[src/rtl/uart_tx_core.sv]
// uart_tx_core: queued UART transmitter.
// A small FIFO feeds a frame FSM (START, DATA LSB first, optional parity,
// STOP) whose every bit lasts baud_div+1 clocks, with baud_div sampled once
// per frame. tx_out comes straight from a flop.
module uart_tx_core #(
    parameter int DATA_BITS  = 8,
    parameter int PARITY     = 1,
    parameter int STOP_BITS  = 1,
    parameter int FIFO_DEPTH = 4,
    parameter int DIV_W      = 16
) (
    input  logic                          clk,
    input  logic                          rst_n,
    input  logic [DIV_W-1:0]              baud_div,
    input  logic [DATA_BITS-1:0]          s_data,
    input  logic                          s_valid,
    output logic                          s_ready,
    output logic                          tx_out,
    output logic                          tx_busy,
    output logic [$clog2(FIFO_DEPTH):0]   fifo_level
);

    localparam int PTR_W = $clog2(FIFO_DEPTH);
    localparam int LVL_W = PTR_W + 1;
    localparam int BIT_W = $clog2(DATA_BITS);
    localparam logic [BIT_W-1:0] LAST_DATA = BIT_W'(DATA_BITS - 1);
    localparam logic [BIT_W-1:0] LAST_STOP = BIT_W'(STOP_BITS - 1);
    localparam logic [LVL_W-1:0] FULL_LVL  = LVL_W'(FIFO_DEPTH);

    typedef enum logic [2:0] {IDLE, START, DATA, PAR, STOP} state_t;

    logic [DATA_BITS-1:0] mem [FIFO_DEPTH];
    logic [PTR_W-1:0]     wr_ptr, rd_ptr;
    logic [LVL_W-1:0]     level;
    logic                 wr_en, pop;

    state_t               state_q, state_nxt;
    logic [DIV_W-1:0]     tick_q, tick_nxt;
    logic [DIV_W-1:0]     div_q, div_nxt;
    logic [BIT_W-1:0]     bit_q, bit_nxt;
    logic [DATA_BITS-1:0] shift_q, shift_nxt;
    logic                 par_q, par_nxt;
    logic                 tx_q, tx_nxt;
    logic                 last_tick, start_frame;

    assign s_ready    = (level != FULL_LVL);
    assign wr_en      = s_valid && s_ready;
    assign fifo_level = level;
    assign tx_out     = tx_q;
    assign tx_busy    = (state_q != IDLE);

    // Queue storage; contents need no reset since level gates every read.
    always_ff @(posedge clk) begin
        if (wr_en) mem[wr_ptr] <= s_data;
    end

    // Queue pointers and occupancy; simultaneous write and pop cancel out.
    always_ff @(posedge clk or negedge rst_n) begin
        if (!rst_n) begin
            wr_ptr <= '0;
            rd_ptr <= '0;
            level  <= '0;
        end else begin
            if (wr_en) wr_ptr <= wr_ptr + 1'b1;
            if (pop)   rd_ptr <= rd_ptr + 1'b1;
            case ({wr_en, pop})
                2'b10:   level <= level + 1'b1;
                2'b01:   level <= level - 1'b1;
                default: ;
            endcase
        end
    end

    // Frame FSM state, bit timing and the registered serial line.
    always_ff @(posedge clk or negedge rst_n) begin
        if (!rst_n) begin
            state_q <= IDLE;
            tick_q  <= '0;
            div_q   <= '0;
            bit_q   <= '0;
            shift_q <= '0;
            par_q   <= 1'b0;
            tx_q    <= 1'b1;
        end else begin
            state_q <= state_nxt;
            tick_q  <= tick_nxt;
            div_q   <= div_nxt;
            bit_q   <= bit_nxt;
            shift_q <= shift_nxt;
            par_q   <= par_nxt;
            tx_q    <= tx_nxt;
        end
    end

    // Next-state logic; the value of tx_nxt is what the line shows next clock.
    always_comb begin
        state_nxt   = state_q;
        tick_nxt    = tick_q;
        div_nxt     = div_q;
        bit_nxt     = bit_q;
        shift_nxt   = shift_q;
        par_nxt     = par_q;
        tx_nxt      = tx_q;
        pop         = 1'b0;
        start_frame = 1'b0;
        last_tick   = (tick_q == div_q);

        case (state_q)
            IDLE: begin
                tx_nxt = 1'b1;
                if (level != '0) start_frame = 1'b1;
            end
            START: begin
                if (last_tick) begin
                    tick_nxt  = '0;
                    bit_nxt   = '0;
                    state_nxt = DATA;
                    tx_nxt    = shift_q[0];
                end else begin
                    tick_nxt = tick_q + 1'b1;
                end
            end
            DATA: begin
                if (last_tick) begin
                    tick_nxt = '0;
                    if (bit_q == LAST_DATA) begin
                        bit_nxt = '0;
                        if (PARITY != 0) begin
                            state_nxt = PAR;
                            tx_nxt    = par_q;
                        end else begin
                            state_nxt = STOP;
                            tx_nxt    = 1'b1;
                        end
                    end else begin
                        bit_nxt   = bit_q + 1'b1;
                        shift_nxt = shift_q >> 1;
                        tx_nxt    = shift_q[1];
                    end
                end else begin
                    tick_nxt = tick_q + 1'b1;
                end
            end
            PAR: begin
                if (last_tick) begin
                    tick_nxt  = '0;
                    bit_nxt   = '0;
                    state_nxt = STOP;
                    tx_nxt    = 1'b1;
                end else begin
                    tick_nxt = tick_q + 1'b1;
                end
            end
            STOP: begin
                if (last_tick) begin
                    tick_nxt = '0;
                    if (bit_q == LAST_STOP) begin
                        bit_nxt   = '0;
                        state_nxt = IDLE;
                        tx_nxt    = 1'b1;
                        if (level != '0) start_frame = 1'b1;
                    end else begin
                        bit_nxt = bit_q + 1'b1;
                    end
                end else begin
                    tick_nxt = tick_q + 1'b1;
                end
            end
            default: begin
                state_nxt = IDLE;
                tx_nxt    = 1'b1;
            end
        endcase

        // Shared by IDLE and the end of STOP so back-to-back frames have no gap.
        if (start_frame) begin
            pop       = 1'b1;
            state_nxt = START;
            tx_nxt    = 1'b0;
            tick_nxt  = '0;
            bit_nxt   = '0;
            div_nxt   = baud_div;
            shift_nxt = mem[rd_ptr];
            par_nxt   = (^mem[rd_ptr]) ^ (PARITY == 2);
        end
    end

endmodule

[config.mk]
export PLATFORM = sky130hd
export DESIGN_NAME = uart_tx_core
export DESIGN_NICKNAME = d
export VERILOG_FILES = /design/src/rtl/uart_tx_core.sv
export SDC_FILE = /design/constraint.sdc
export NUM_CORES = 1
export LEC_CHECK = 0
export CORE_MARGIN = 4
export CORE_UTILIZATION = 45
export CTS_BUF_LIST = sky130_fd_sc_hd__clkbuf_4
export DETAILED_ROUTE_END_ITERATION = 10
export HOLD_SLACK_MARGIN = 0.03
export PLACE_DENSITY_LB_ADDON = 0.08
export SYNTH_ARGS = -nofsm -noshare
export SYNTH_HDL_FRONTEND = slang
export SYNTH_SLANG_ARGS = --single-unit
[constraint.sdc]
create_clock -name clk -period 7.2 [get_ports clk]
set_input_delay 1.08 -clock clk [delete_from_list [all_inputs] [get_ports clk]]
set_output_delay 1.08 -clock clk [all_outputs]
set_load 0.02 [all_outputs]
# Word-level counts from Yosys, hierarchy flattened
# Memory sizes are Yosys's and may differ from the RTL's.
# Index checks and enable logic that the tools add are counted.
# W data, S select, Z words.
dict set report totals {
  ff_bits 55
  latchBits 0
  ram_bits 32
  romBits 0
  in_bits 27
  output_inout_bits 6
  elab_cells 90
  memories 1
}
# name depth word_bits rd rd_ports_with_merged_regs write_ports line
set memory_table {}
lappend memory_table {mem 4 8 1 0 1 32} ;# logic [DATA_BITS-1:0] mem [FIFO_DEPTH];
dict set report classes {
  n_addsub 6
  n_mul 0
  div_mod_pow 0
  order_cmp 0
  n_eq_ne 18
  shifts 0
  muxes 38
  n_bitwise 0
  n_reduce_logical 17
}
# op n
set op_table {}
lappend op_table {{$mux W16} 3}
lappend op_table {{$mux W3} 13}
lappend op_table {{$mux W8} 4}
lappend op_table {{$ne A3 B3 Y1 const B} 7}
lappend op_table {{$add A16 B1 Y16 const B} 1}
lappend op_table {{$eq A16 B16 Y1} 1}
lappend op_table {{$pmux W3 S5} 1}
lappend op_table {{$mux W1} 13}
lappend op_table {{$pmux W3 S3} 1}
lappend op_table {{$reduce_bool A2 Y1} 4}
lappend op_table {{$reduce_xor A8 Y1} 1}
lappend op_table {{$reduce_and A7 Y1} 1}
lappend op_table {{$add A3 B1 Y3 const B} 2}
lappend op_table {{$eq A3 B2 Y1 const B} 2}
lappend op_table {{$eq A3 B3 Y1 const B} 2}
lappend op_table {{$logic_not A3 Y1} 2}
lappend op_table {{$pmux W3 S2} 1}
lappend op_table {{$reduce_bool A3 Y1} 2}
lappend op_table {{$reduce_and A5 Y1} 1}
lappend op_table {{$add A2 B1 Y2 const B} 2}
lappend op_table {{$ne A2 B2 Y1 const B} 2}
lappend op_table {{$pmux W1 S4} 1}
lappend op_table {{$reduce_and A4 Y1} 1}
lappend op_table {{$reduce_bool A4 Y1} 1}
lappend op_table {{other kinds (10)} 10}

# Depth between registers and ports, before layout
# Gate-level depths: netlist of run 1.
dict set report logic_depth {
  ltp_word 8
  ltp_mapped 14
  mapped_depth_nobuf 12
}

# Worst setup path after synthesis of run 1
# OpenSTA, ideal clock, no wires.
dict set report synth_timing {
  path_type {register to register}
  from {register tick_q[10]}
  to {register level[2], in the netlist fifo_level[2]}
  arrival_time_ps 2805
  slack_ps 4315
  path_stages_with_launch 15
  path_buffers 2
  synth_period_minus_slack_ps 2885
  path_cell_list {dfrtp_1 xnor2_1 nand4_1 nor4_4 a21boi_1 or2_1 buf_2 buf_2 inv_1 ha_1 inv_1 fa_1 xor2_1 nor2_1 xor2_1}
}
dict set report synth_via {
  elab_chain_len 6
}
# element line
set synth_lines {}
lappend synth_lines {{start: declaration} 38} ;# logic [DIV_W-1:0] tick_q, tick_nxt;
lappend synth_lines {{start signal: assignment} 86} ;# tick_q <= tick_nxt;
lappend synth_lines {{$eq A16 B16 Y1 (*)} 106} ;# last_tick = (tick_q == div_q);
lappend synth_lines {{$mux W1 (*)} 155} ;# if (last_tick) begin
lappend synth_lines {{$pmux W1 S2 (*)} 108} ;# case (state_q)
lappend synth_lines {{$mux W1 (*)} 176} ;# if (start_frame) begin
lappend synth_lines {{$eq A2 B1 Y1 or $eq A2 B2 Y1 (tied branches)} 66} ;# case ({wr_en, pop})
lappend synth_lines {{$pmux W3 S2 or $reduce_bool A2 Y1 (tied branches)} -}
lappend synth_lines {{end signal: assignment} 67} ;# 2'b10: level <= level + 1'b1;
lappend synth_lines {{end signal: assignment} 68} ;# 2'b01: level <= level - 1'b1;
lappend synth_lines {{end: declaration} 34} ;# logic [LVL_W-1:0] level;
# Every way passes the cells marked *; elsewhere a longest branch is shown, timed or not.
# A chain may end at the register's enable or synchronous reset.

# Worst setup path after layout of run 1
dict set report layout_timing {
  from {register tick_q[1]}
  to {register level[2], in the netlist fifo_level[2]}
}
# Same word-level chain as after synthesis.

==> results of run 1 <==
-- cells in the final DEF (no fill, tap or decap), types with 3 or more instances in the layout --
cell             instances
a21oi_1                 11
and3_1                   5
and4_1                   4
buf_4                    3
clkbuf_4                 9
clkdlybuf4s50_1         31
dfrtp_1                 54
edfxtp_1                32
ha_1                     9
inv_1                   17
mux2_2                   8
mux2_4                   9
mux2i_1                 11
mux4_2                   9
nand2_1                 16
nand3_1                  8
nand4_1                  7
nor2_1                  28
nor2b_1                  3
nor3_1                  14
o21ai_0                 14
o22ai_1                  3
or3_1                    4
xnor2_1                 32
xor2_1                   8
-- per-stage QoR --
stage | instances | setup slack [ps] | power (mW)
floorplan | 342 | 4315 | 1.034
global placement | 474 | 3686 | 1.161
detailed placement | 474 | 3659 | 1.167
CTS | 490 | 3651 | 1.423
global route | 490 | 3321 | 1.496
finish | 490 | 3678 | 1.396
-- power groups by stage --
stage	sequential, mW	clock [mW]	combinational, mW
final	0.724	0.248	0.424
after global routing	0.743	0.283	0.470
after CTS	0.727	0.263	0.432
after detailed placement	0.738	0	0.429
after global placement	0.736	0	0.426
after floorplan	0.711	0	0.324
-- sequential cells by signal, indices dropped and copies added (netlist names) --
name        flops
bit_q           3
div_q          16
par_q           1
shift_q         8
tx_out          1
mem            32
rd_ptr          2
fifo_level      3
tick_q         16
wr_ptr          2
state_q         3
-- path summary, 6_finish.rpt --
check | end
worst max-delay path | fifo_level[2]$_DFFE_PN0P_
worst min-delay path | fifo_level[0]$_DFFE_PN0P_
worst max register to register | fifo_level[2]$_DFFE_PN0P_
worst min register to register | fifo_level[0]$_DFFE_PN0P_
max in group asynchronous | tick_q[7]$_DFFE_PN0P_
min in group asynchronous | fifo_level[0]$_DFFE_PN0P_
-- cell type report --
type	instances	area share, %
inverter	17	1.342
tap	111	2.922
clock inverter	7	1.158
sequential	87	49.20
multi-input combinational	224	36.85
timing repair buffer	35	7.107
clock buffer	9	1.421
-- metal layers --
layer | vias to the layer above | global-route usage (%)
met5 | - | 0
met4 | 0 | 5.061
met3 | 10 | 4.138
met2 | 33 | 23.65
met1 | 1246 | 19.01
li1 | 1280 | -
-- kinds of logic after synthesis --
family,count (synthesis),share of synthesized area (%)
xor+xnor,40,8.306
buf+inv,31,3.026
compound gates,40,5.577
flops,87,55.44
fa+ha+maj,10,3.145
mux,37,12.76
simple gates,97,11.75
==> results.sh, run 1 <==
export IMPL_grt_first_pass_wirelength_mm=12.83
export IMPL_synth_cell_area_um2=4218
export IMPL_synth_top_flop_cell="dfrtp_1"
export IMPL_p_comb_share_pct=30.4
export IMPL_timing_critical_path_to_type="flip-flop"
export IMPL_final_hold_violation_count=0
export IMPL_clock_share_of_power_pct=17.8
export IMPL_worstSetupStartpointType="flip-flop"
export IMPL_clk_root_buffer_cell="clkbuf_4"
export IMPL_initial_utilization_pct=45.86
export IMPL_final_setup_tns_ps=0
export IMPL_switchingPower_uw=462.0
export IMPL_cts_resized=0
export IMPL_io_pins=33
export IMPL_top_layer="met4"
export IMPL_hold_path_startpoint="fifo_level[0]$_DFFE_PN0P_"
export IMPL_detailroute_wirelength_met2_mm=3.631
export IMPL_tritoncts="done"
export IMPL_seq_area_um2=2338
export IMPL_port_buffer_count=32
export IMPL_cts_hold_buffers_added=0
export IMPL_first_global_vias=2601
export IMPL_asyncSetResetFlopFracSynth_pct=63.22
export IMPL_largest_net_degree_at_the_start_of_global_routing=56
export IMPL_clk_path_buf_depth=2
export IMPL_power_per_cell_area_nw_per_um2=293.7
export IMPL_post_dp_hpwl_mm=5.355
export IMPL_syn_instance_count=342
export IMPL_cpPeakStageDelay_ps=770
export IMPL_critical_path_depth=12
export IMPL_hp_class="reg -> reg"
export IMPL_period_minus_slack_ps=3522
export IMPL_drc=0
export IMPL_synth_seq_area_share_pct=55.44
export IMPL_core_um2=9196
export IMPL_antenna_found_initial=0
export IMPL_synth_warning_count=0
export IMPL_viasPerCell=5.243
export IMPL_synth_enable_flop_cells=32
export IMPL_antenna_cells_inserted=0
export IMPL_min_path_cells=1
export IMPL_worst_slew_pin_slew_ps=829.5
export IMPL_cellInternalPower_uw=934.1
export IMPL_crit_path_cell_trace="xnor2_1 -> nand4_1 -> nor4_4 -> a21boi_1 -> or2_1 -> inv_1 -> ha_1 -> inv_1 -> fa_1 -> xor2_1 -> nor2_1 -> xor2_1"
export IMPL_floorplan_die_height_um=104.8
export IMPL_globalRouteTotalUtil_pct=14.66
export IMPL_wl_cell_um=15.29
export IMPL_power_ir_vdd_worst_mv=0.1602
export IMPL_ctsHtreeMaxLevel=3
export IMPL_finalClockSkew_ps=22.11
export IMPL_critical_path_required_ps=7590
export IMPL_hold_slack_ps=530.6
export IMPL_worstRegToRegCells=12
export IMPL_gp_congestion=0.8440
export IMPL_timing_max_cap_violations=0
export IMPL_fin_crit_sh_pct=48.91
export IMPL_number_of_nets_still_failing_antenna_checks_after_routing=0
export IMPL_routedLengthMet1_mm=3.476
export IMPL_drive_gt1_share_pct=13.19
export IMPL_clock_insertion_delay_worst_skew_ps=450
export IMPL_globalRouteOverflowTotal=0
export IMPL_postSynthNetCount=379
export IMPL_rows=35
export IMPL_timing_startpoint_of_the_critical_path="tick_q[1]$_DFFE_PN0P_"
export IMPL_design_area_um2=4753
export IMPL_vias=2569
export IMPL_max_freq_mhz=284.0
export IMPL_p_sw_share_pct=33.09
export IMPL_grt_setup_unrepaired="no"
export IMPL_postSynthRegisterBits=87
export IMPL_postCtsSetupRepairBufs=0
export IMPL_critPathMaxFanout=18
export IMPL_worstPathArrival_ps=3910
export IMPL_finalSetupViolations=0
export IMPL_timing_critical_path_max_delay_family="simple AND/OR/NAND/NOR gates"
export IMPL_nets=411
export IMPL_final_fill_count=827
export IMPL_ys_types=43
export IMPL_synthDominantCellAreaShare_pct=32.04
export IMPL_critPathKind="reg -> reg"
export IMPL_synth_top_cell_by_area="dfrtp_1"
export IMPL_crit_path_max_delay_cell_type="nor4_4"
export IMPL_placed_cell_area_um2=4631
export IMPL_floorplan_die_area_um2=10990
export IMPL_synth_most_common_cell="dfrtp_1"
export IMPL_cts_sinks=87
export IMPL_multi_input_comb_area_um2=1752
export IMPL_width_of_the_die_um=104.8
export IMPL_total_length_of_routed_wires_mm=7.494
export IMPL_drt_pre_antenna_iters=4
export IMPL_report_final_slew_viol_count=0
export IMPL_rrSetupSlack_ps=3680
export IMPL_finish_utilization_pct=51.69
export IMPL_leakagePower_nw=1.927
export IMPL_relative_max_transition_margin_pct=44.29
export IMPL_critPathBufInv=2
export IMPL_flop_pwr_share_pct=51.9
export IMPL_mean_instance_size_in_the_synthesized_netlist_um2=12.33
export IMPL_clk_transition_reported_paths_ps=150
export IMPL_area_delta_synth_final_pct=12.70
export IMPL_synth_area_top_cells="dfrtp_1, edfxtp_1, xnor2_1, mux4_2, mux2_4"
export IMPL_netlist_top_cells_count="dfrtp_1, edfxtp_1, xnor2_1"
export IMPL_crit_reg2reg_launch="tick_q[1]$_DFFE_PN0P_"
export IMPL_dr_wl_met3_um=266
export IMPL_status="finished, final reports clean"
export IMPL_cts_inserted_buffers=9
export IMPL_drt_initial_drc_count=84
No activity file was read; power rests on OpenSTA's default activity.
==> run 2: changes to the inputs <==
clock period = 2.9 ns   (was 7.2 ns; I/O delays follow)
==> results.sh, run 2 (synthesis results as in run 1) <==
export IMPL_finalClockSkew_ps=20.37
export IMPL_fin_crit_sh_pct=91.19
export IMPL_drive_gt1_share_pct=15.21
export IMPL_tritoncts="done"
export IMPL_largest_register="mem"
export IMPL_most_frequent_cells_in_the_layout="dfrtp_1, xnor2_1, edfxtp_1, clkdlybuf4s50_1, nor2_1"
export IMPL_floorplan_die_area_um2=10990
export IMPL_vias=2642
export IMPL_cts_inserted_buffers=9
export IMPL_grt_util_met3_pct=3.274
export IMPL_floorplan_die_height_um=104.8
export IMPL_crit_reg2reg_launch="div_q[10]$_DFFE_PN0P_"
export IMPL_core_um2=9196
export IMPL_use_met2_pct=26.21
export IMPL_critPathMaxFanout=2
export IMPL_power_ir_vdd_worst_mv=0.3414
export IMPL_clk_transition_reported_paths_ps=150
export IMPL_rows=35
export IMPL_gp_congestion=0.7709
export IMPL_hold_slack_ps=39.08
export IMPL_dp_worst_setup_slack_ps=235.8
export IMPL_rrSetupSlack_ps=260
export IMPL_worstPathArrival_ps=3010
export IMPL_cts_sinks=87
export IMPL_layout_commonest_cell="dfrtp_1"
export IMPL_width_of_the_die_um=104.8
export IMPL_area_delta_synth_final_pct=15.43
export IMPL_timing_critical_path_to_type="flip-flop"
export IMPL_finish_utilization_pct=52.94
export IMPL_cts_resized=0
export IMPL_finalSetupViolations=0
export IMPL_total_length_of_routed_wires_mm=7.865
export IMPL_grt_first_pass_wirelength_mm=13.63
export IMPL_globalRouteTotalUtil_pct=15.72
export IMPL_design_area_um2=4868
export IMPL_period_minus_slack_ps=2645
export IMPL_reg2reg_to="fifo_level[2]$_DFFE_PN0P_"
export IMPL_grt_busiest_layer="met2"
export IMPL_clk_root_buffer_cell="clkbuf_4"
export IMPL_ctsHtreeMaxLevel=3
export IMPL_postCtsSetupRepairBufs=0
export IMPL_largest_net_degree_at_the_start_of_global_routing=32
export IMPL_largest_reg_flops=32
export IMPL_hp_class="in -> async"
export IMPL_worstSetupStartpointType="flip-flop"
export IMPL_final_fill_count=809
export IMPL_status="finished, final reports clean"
export IMPL_viasPerCell=5.295
export IMPL_cts_hold_buffers_added=0
export IMPL_drt_pre_antenna_iters=4
export IMPL_port_buffer_count=32
export IMPL_leakagePower_nw=1.995
export IMPL_relative_max_transition_margin_pct=52.22
export IMPL_nets=420
export IMPL_initial_utilization_pct=45.86
export IMPL_worstRegToRegCells=12
export IMPL_max_freq_mhz=378.1
export IMPL_clk_path_buf_depth=2
export IMPL_critical_path_required_ps=3270
export IMPL_drc=0
export IMPL_grt_setup_unrepaired="no"
export IMPL_report_final_slew_viol_count=0
export IMPL_clock_insertion_delay_worst_skew_ps=430
export IMPL_worst_slack_ps=255.4
export IMPL_worst_slew_pin_slew_ps=716.7
export IMPL_placed_cell_area_um2=4698
export IMPL_globalRouteOverflowTotal=0
export IMPL_first_global_vias=2742
export IMPL_final_hold_violation_count=0
export IMPL_post_dp_hpwl_mm=5.799
export IMPL_top_regs="mem (32), div_q (16), tick_q (16)"
export IMPL_antenna_cells_inserted=0
export IMPL_power_per_cell_area_nw_per_um2=750.1
export IMPL_final_setup_tns_ps=0
export IMPL_groute_layer_met1_usage_pct=20.33
export IMPL_wl_cell_um=15.76
export IMPL_critPathKind="reg -> reg"
export IMPL_number_of_nets_still_failing_antenna_checks_after_routing=0
export IMPL_io_pins=33
export IMPL_drt_initial_drc_count=84
export IMPL_timing_max_cap_violations=0
export IMPL_antenna_found_initial=0
## run 2: cell types whose count changed in the layout (fill, tap and decap cells not counted), sizes merged
| cell | previous run | this run |
|---|---|---|
| buf | 4 | 13 |
| bufinv | 0 | 2 |
| clkinv | 2 | 1 |
| clkinvlp | 2 | 1 |
## run 2: through the flow
stage / power [mW] / instances
after CTS: 3.716 / 499
final: 3.652 / 499
after detailed placement: 2.906 / 483
after floorplan: 2.568 / 342
after global routing: 3.910 / 499
after global placement: 2.880 / 483
## run 2: layer usage
| layer | routed length (µm) | share of wire, % |
|---|---|---|
| met1 | 3573 | 45 |
| met2 | 3959 | 50 |
| met3 | 192 | 2.4 |
| met4 | 140 | 1.8 |
| met5 | 0 | 0 |
## run 2: how the worst max path moves through the flow
stage | slack [ps] | depth (start not counted) | from | end
final | 260 | 12 | div_q[10]$_DFFE_PN0P_ | fifo_level[2]$_DFFE_PN0P_
after detailed placement | 240 | 12 | tick_q[2]$_DFFE_PN0P_ | fifo_level[2]$_DFFE_PN0P_
after global placement | 270 | 12 | div_q[10]$_DFFE_PN0P_ | fifo_level[2]$_DFFE_PN0P_
after CTS | 210 | 12 | tick_q[2]$_DFFE_PN0P_ | fifo_level[2]$_DFFE_PN0P_
after floorplan | 10 | 14 | tick_q[10]$_DFFE_PN0P_ | fifo_level[2]$_DFFE_PN0P_
after global routing | 30 | 12 | tick_q[2]$_DFFE_PN0P_ | fifo_level[2]$_DFFE_PN0P_
## run 2: cell type report
type                            count  area, µm²  area share, %
Clock buffer                        9      67.56          1.388
Clock inverter                      7      102.6          2.107
Inverter                           17      63.81          1.311
Multi-Input combinational cell    224       1752          35.98
Sequential cell                    87       2338          48.03
Tap cell                          111      138.9          2.853
Timing Repair Buffer               44      405.4          8.327
## run 2: power breakdown
part | internal [mW] | switching [mW] | leakage [nW] | total [mW]
combinational | 0.574 | 0.485 | 0.939 | 1.06
clock | 0.360 | 0.439 | 0.0875 | 0.800
sequential | 1.57 | 0.227 | 0.969 | 1.79
## run 2: critical path, stage by stage (launching register included)
cell and delay (ps):
dfrtp_1 420, xnor2_1 230, nand4_1 180, nor4_4 330, a21boi_1 130, or2_1 240, inv_1 60, ha_1 160
inv_1 60, fa_1 370, xor2_1 150, nor2_1 110, xor2_1 150
==> run 3: changes to the inputs <==
SLEW_MARGIN = 10   (was not set)
==> results of run 3 <==
Final layout, timing and power as in run 2 (identical DEF).
